`src/rtl/key_rx_fifo_pkg.sv`:
```
// Shared constants for the keyboard receive buffer: bus addresses, status
// bit layout, default IRQ vector and the IRQ FSM state type.
package key_rx_fifo_pkg;

  localparam logic [31:0] KEY_BASE   = 32'h0000_2000;
  localparam logic [31:0] KEY_DATA   = KEY_BASE + 32'h0;
  localparam logic [31:0] KEY_STATUS = KEY_BASE + 32'h8;

  localparam int unsigned STAT_VALID   = 0;
  localparam int unsigned STAT_FULL    = 1;
  localparam int unsigned STAT_OVF     = 2;
  localparam int unsigned STAT_CNT_LSB = 8;

  localparam logic [3:0] KEY_IRQ_VEC = 4'd1;

  typedef enum logic [1:0] {
    IRQ_IDLE,
    IRQ_PEND,
    IRQ_ACKED
  } irq_state_t;

  function automatic logic [63:0] status_word(input logic [7:0] cnt,
                                              input logic       ovf,
                                              input logic       full,
                                              input logic       valid);
    logic [63:0] w;
    w                     = '0;
    w[STAT_CNT_LSB +: 8]  = cnt;
    w[STAT_OVF]           = ovf;
    w[STAT_FULL]          = full;
    w[STAT_VALID]         = valid;
    return w;
  endfunction

endpackage

```
`src/rtl/key_rx_fifo_sync_fifo.sv`:
```
// Synchronous FIFO with wrap-bit pointers; a pop in the same cycle frees a
// slot for a push into a full FIFO.
module sync_fifo #(
  parameter int unsigned DEPTH = 8,
  parameter int unsigned WIDTH = 8,
  localparam int unsigned AW   = $clog2(DEPTH)
) (
  input  logic             clk,
  input  logic             reset,
  input  logic             push,
  input  logic             pop,
  input  logic [WIDTH-1:0] wdata,
  output logic [WIDTH-1:0] rdata,
  output logic             full,
  output logic             empty,
  output logic [AW:0]      count
);

  localparam logic [AW:0] ONE = {{AW{1'b0}}, 1'b1};

  logic [WIDTH-1:0] mem_q [DEPTH];
  logic [AW:0]      wr_q, wr_d, rd_q, rd_d;
  logic             do_push, do_pop;

  assign count   = wr_q - rd_q;
  assign empty   = (count == '0);
  assign full    = (count == (AW+1)'(DEPTH));
  assign do_pop  = pop && !empty;
  assign do_push = push && (!full || do_pop);
  assign rdata   = mem_q[rd_q[AW-1:0]];

  always_comb begin
    wr_d = wr_q;
    rd_d = rd_q;
    if (do_push) wr_d = wr_q + ONE;
    if (do_pop)  rd_d = rd_q + ONE;
  end

  always_ff @(posedge clk) begin
    if (reset) begin
      wr_q <= '0;
      rd_q <= '0;
    end else begin
      wr_q <= wr_d;
      rd_q <= rd_d;
    end
  end

  always_ff @(posedge clk) begin
    if (do_push) mem_q[wr_q[AW-1:0]] <= wdata;
  end

endmodule

```
`src/rtl/key_rx_fifo.sv`:
```
// Keyboard receive buffer: captures decoder keystrokes into a FIFO, serves
// data/status reads on the bus, and raises an ack/re-arm interrupt.
module key_rx_fifo
  import key_rx_fifo_pkg::*;
#(
  parameter int unsigned DEPTH   = 8,
  parameter logic [3:0]  IRQ_VEC = KEY_IRQ_VEC
) (
  input  logic                   clk,
  input  logic                   reset,
  input  logic                   key_pressed,
  input  logic [7:0]             ascii,
  input  logic                   bus_read_enable,
  input  logic                   sel_data,
  input  logic                   sel_status,
  output logic [63:0]            bus_read_data,
  output logic [3:0]             interrupt_vector,
  input  logic                   interrupt_ack,
  output logic [$clog2(DEPTH):0] count
);

  logic        kp_q, kp_d, ben_q, ben_d;
  logic        ovf_q, ovf_d;
  logic [63:0] rdata_q, rdata_d;
  logic        push, push_ok, rd_edge, data_rd, stat_rd, pop;
  logic        full, empty;
  logic [7:0]  head;

  irq_state_t  state_q;
  logic [3:0]  vec_q;
  logic        new_push_q;

  sync_fifo #(.DEPTH(DEPTH), .WIDTH(8)) u_fifo (
    .clk   (clk),
    .reset (reset),
    .push  (push),
    .pop   (pop),
    .wdata (ascii),
    .rdata (head),
    .full  (full),
    .empty (empty),
    .count (count)
  );

  always_comb begin
    kp_d    = key_pressed;
    ben_d   = bus_read_enable;
    push    = key_pressed && !kp_q && (ascii != 8'h00);
    rd_edge = bus_read_enable && !ben_q;
    data_rd = rd_edge && sel_data;
    stat_rd = rd_edge && sel_status && !sel_data;
    pop     = data_rd && !empty;
    push_ok = push && (!full || pop);

    // Clear first so an overflow arriving with the status read stays set.
    ovf_d = ovf_q;
    if (stat_rd)                ovf_d = 1'b0;
    if (push && full && !pop)   ovf_d = 1'b1;

    rdata_d = rdata_q;
    if (data_rd)      rdata_d = {56'b0, empty ? 8'h00 : head};
    else if (stat_rd) rdata_d = status_word(8'(count), ovf_q, full, !empty);
  end

  always_ff @(posedge clk) begin
    if (reset) begin
      kp_q    <= 1'b0;
      ben_q   <= 1'b0;
      ovf_q   <= 1'b0;
      rdata_q <= '0;
    end else begin
      kp_q    <= kp_d;
      ben_q   <= ben_d;
      ovf_q   <= ovf_d;
      rdata_q <= rdata_d;
    end
  end

  // ACKED re-arms only once ack drops and either the ISR drained the FIFO
  // or a key arrived during the ISR (the latter re-raises from IDLE).
  always_ff @(posedge clk) begin
    if (reset) begin
      state_q    <= IRQ_IDLE;
      vec_q      <= '0;
      new_push_q <= 1'b0;
    end else begin
      case (state_q)
        IRQ_IDLE: begin
          new_push_q <= 1'b0;
          if (!empty) begin
            state_q <= IRQ_PEND;
            vec_q   <= IRQ_VEC;
          end
        end
        IRQ_PEND: begin
          if (interrupt_ack) begin
            state_q <= IRQ_ACKED;
            vec_q   <= '0;
          end
        end
        IRQ_ACKED: begin
          vec_q <= '0;
          if (!interrupt_ack && (empty || new_push_q || push_ok)) begin
            state_q    <= IRQ_IDLE;
            new_push_q <= 1'b0;
          end else if (push_ok) begin
            new_push_q <= 1'b1;
          end
        end
        default: begin
          state_q <= IRQ_IDLE;
          vec_q   <= '0;
        end
      endcase
    end
  end

  assign bus_read_data    = rdata_q;
  assign interrupt_vector = vec_q;

endmodule

```
`config.mk`:
```
export PLATFORM = sky130hd
export DESIGN_NAME = key_rx_fifo
export DESIGN_NICKNAME = d
export VERILOG_FILES = /design/src/rtl/key_rx_fifo_pkg.sv /design/src/rtl/key_rx_fifo_sync_fifo.sv /design/src/rtl/key_rx_fifo.sv
export SDC_FILE = /design/constraint.sdc
export NUM_CORES = 1
export LEC_CHECK = 0
export CAP_MARGIN = 20
export CORE_ASPECT_RATIO = 1.75
export CORE_MARGIN = 1
export CORE_UTILIZATION = 50
export CTS_BUF_LIST = sky130_fd_sc_hd__clkbuf_8
export DETAILED_ROUTE_END_ITERATION = 10
export GPL_ROUTABILITY_DRIVEN = 0
export GPL_TIMING_DRIVEN = 0
export HOLD_SLACK_MARGIN = 0.08
export PLACE_DENSITY = 0.77
export SYNTH_ARGS = -nofsm -noshare
export SYNTH_HDL_FRONTEND = slang
export SYNTH_SLANG_ARGS = --single-unit
```
`constraint.sdc`:
```
create_clock -name clk -period 5.7 [get_ports clk]
set_clock_uncertainty 0.1 [all_clocks]
set_input_delay 1.14 -clock clk [delete_from_list [all_inputs] [get_ports clk]]
set_output_delay 1.14 -clock clk [all_outputs]
set_load 0.02 [all_outputs]
```
==> flow_metrics.py <==
metrics = {
    "final_layout": {
        "num_antenna_cells": 0,
        "fillCellCount": 659,
        "multi_input_area_um2": 1520,
        "syn2layout_area_growth_pct": 20.2,
        "layout-drive-gt1-share": 0.259,
        "nNetsFinal": 425,
        "final_area_um2": 5180,
        "seqCellArea_um2": 2520,
    },
    "detailed_routing": {
        "drt_iter0_drc": 139,
        "wl_per_cell_um": 15.3,
        "viasPerCell": 4.82,
        "drc": 0,
        "vias": 2524,
        "postRouteAntennaNets": 0,
        "routed_wl_um": 8000,
        "first_pass_iters": 4,
    },
    "global_route": {
        "use_met1": 0.189,
        "grt_max_degree": 16,
        "top_usage_layer": "met2",
        "grt_pass1_vias": 2477,
        "track_usage": 0.191,
        "antenna_found_initial": 0,
        "use_met2": 0.333,
        "grt_overflow": 0,
        "use_met3": 0.0356,
        "grt_pass1_wl_um": 12400,
    },
    "cts": {
        "cts_hold_buf": 0,
        "cts_max_path_buffers": 2,
        "cts_root_buf": "clkbuf_8",
        "cts_resized": 0,
        "clkTransAtPathRegs_ns": 0.08,
        "ctsHtreeMaxLevel": 3,
        "postCtsSetupBuffers": 0,
        "cts_buffers": 9,
        "cts.sinks": 94,
        "cts_tree": "yes",
        "clkLatencyLatePin_ns": 0.36,
    },
    "placement": {
        "post-dp-hpwl_um": 6090,
        "placed_cell_area_um2": 5010,
        "io_buffers": 30,
    },
    "floorplanning": {
        "placementRows": 44,
        "core_region_area_um2": 8310,
        "floorplan.initialDensity": 0.518,
        "fp.dieH_um": 125,
        "dieArea_um2": 9000,
        "die_width_um": 72.2,
        "ioPinCount": 87,
    },
    "critical_path": {
        "worstSetupPathType": "input port to flop",
        "cp.arrival_ns": 3.74,
        "end_kind": "flop",
        "cp.required_ns": 5.58,
        "worst-path-max-fanout": 10,
        "startpoint_type": "input port",
    },
    "synthesis": {
        "synthesis.area_um2": 4310,
        "synth_area_leader_cell": "edfxtp_1",
        "seq_area_frac_synth": 0.586,
        "synth_cells": 305,
        "synth_commonest_cells": "64 x edfxtp_1, 56 x buf_4, 30 x dfxtp_1",
        "ys_warn_count": 0,
        "synthArstFlopShare": 0,
        "synth_cell_types": 48,
        "synth_ff_type": "edfxtp_1",
        "avgSynthCellArea_um2": 14.1,
        "synth_top_area_share": 0.446,
        "ys_top_cells_by_area": "edfxtp_1 45%, dfxtp_1 14%, buf_4 9.8%",
        "synth-edff-count": 64,
        "synth.ff_latch_count": 94,
        "synth_most_common_cell": "edfxtp_1",
    },
    "timing": {
        "post-route-period-util": 0.677,
        "tns_ns": 0,
        "slew_headroom": 0.374,
        "max_freq_ghz": 0.259,
        "rsz0062_at_grt": "false",
        "slew_viol_final": 0,
        "setup_viol": 0,
        "worstMarginPinSlew_ns": 0.935,
        "fin_crit_ns": 3.86,
        "report.final.hold_viol_count": 0,
    },
    "power_and_ir_drop": {
        "vdd_drop_max_uv": 198,
        "power_density_nw_per_um2": 288,
        "p_leak_nw": 2.01,
    },
    "job": {
        "cap_viol_max_count": 0,
    },
    "hold_path": {
        "hold_class": "flop to flop",
    },
    "status": {
        "status": "finished, final reports clean",
    },
}
-- cell families after synthesis --
family	Yosys count	share of synthesized area
DFF	94	0.586
AOI/OAI and AO/OA	30	0.0529
other	1	0.000871
and+or+nand+nor	64	0.0843
muxes	29	0.124
buffers and inverters	74	0.117
adders and majority gates	6	0.0192
xor gates and xnor gates	7	0.0160
-- worst paths after layout --
check                                startpoint                            end  slack [ns]  cells past startpoint
setup / recovery                       ascii[7]   u_fifo.mem_q[6][1]$_DFFE_PP_        1.84                      6
hold reg to reg   bus_read_data[0]$_SDFFE_PP0P_  bus_read_data[0]$_SDFFE_PP0P_        0.36                      2
setup reg to reg    u_fifo.wr_q[0]$_SDFFE_PP0P_   u_fifo.mem_q[6][1]$_DFFE_PP_        2.18                      9
hold / removal    bus_read_data[0]$_SDFFE_PP0P_  bus_read_data[0]$_SDFFE_PP0P_        0.36                      2
-- cell usage in the layout, fill, tap and decap left out, types with 8 or more instances in the layout --
master | Yosys | routed
nor2_1 | 21 | 21
clkbuf_8 | 0 | 9
edfxtp_1 | 64 | 64
inv_1 | 8 | 8
conb_1 | 1 | 55
clkdlybuf4s50_1 | 0 | 30
mux4_1 | 8 | 8
dfxtp_1 | 30 | 30
mux4_2 | 8 | 8
buf_4 | 56 | 59
-- power breakdown --
group	switching [mW]	internal, mW
logic	0.177	0.149
clock network	0.222	0.155
registers	0.0259	0.762
total	0.425	1.07
-- metal layers --
metal	wire [um]	part of all wire
met2	4340	0.54
met1	2900	0.36
met3	348	0.043
met5	0	0
met4	416	0.052
-- sequential cells by signal, summed over array words and instances, names as in the netlist, named ones only --
name / cells
u_fifo.mem_q: 64
u_fifo.wr_q: 4
bus_read_data: 12
state_q: 2
u_fifo.rd_q: 4
interrupt_vector: 1
kp_q: 1
ben_q: 1
new_push_q: 1
ovf_q: 1
-- worst max-delay path, cell delays in order --
cell and delay (ns):
clkdlybuf4s50_1 0.65, nor4_1 0.14, a21oi_1 0.40, o31ai_4 0.28, or2_1 0.33, nor3b_2 0.79
-- cell type report --
type / count / share of cell area
Buffer: 66 / 0.0916
Clock buffer: 9 / 0.0239
Clock inverter: 7 / 0.00773
Inverter: 8 / 0.00580
Multi-Input combinational cell: 191 / 0.293
Sequential cell: 94 / 0.487
Tap cell: 115 / 0.0278
Timing Repair Buffer: 34 / 0.0633
-- per-stage QoR --
| step | cells | power, mW | worst slack [ns] | hold slack [ns] | util |
|---|---|---|---|---|---|
| after floorplan | 359 | 1.03 | 2.48 | 0.341 | - |
| after global placement | 504 | 1.11 | 0.979 | 0.346 | 0.596 |
| after detailed placement | 508 | 1.13 | 1.47 | 0.348 | 0.603 |
| after CTS | 524 | 1.51 | 1.85 | 0.361 | 0.623 |
| after global routing | 524 | 1.55 | 1.72 | 0.407 | 0.623 |
| final | 524 | 1.49 | 1.84 | 0.359 | 0.623 |
Power figures use the tool's default switching activity.
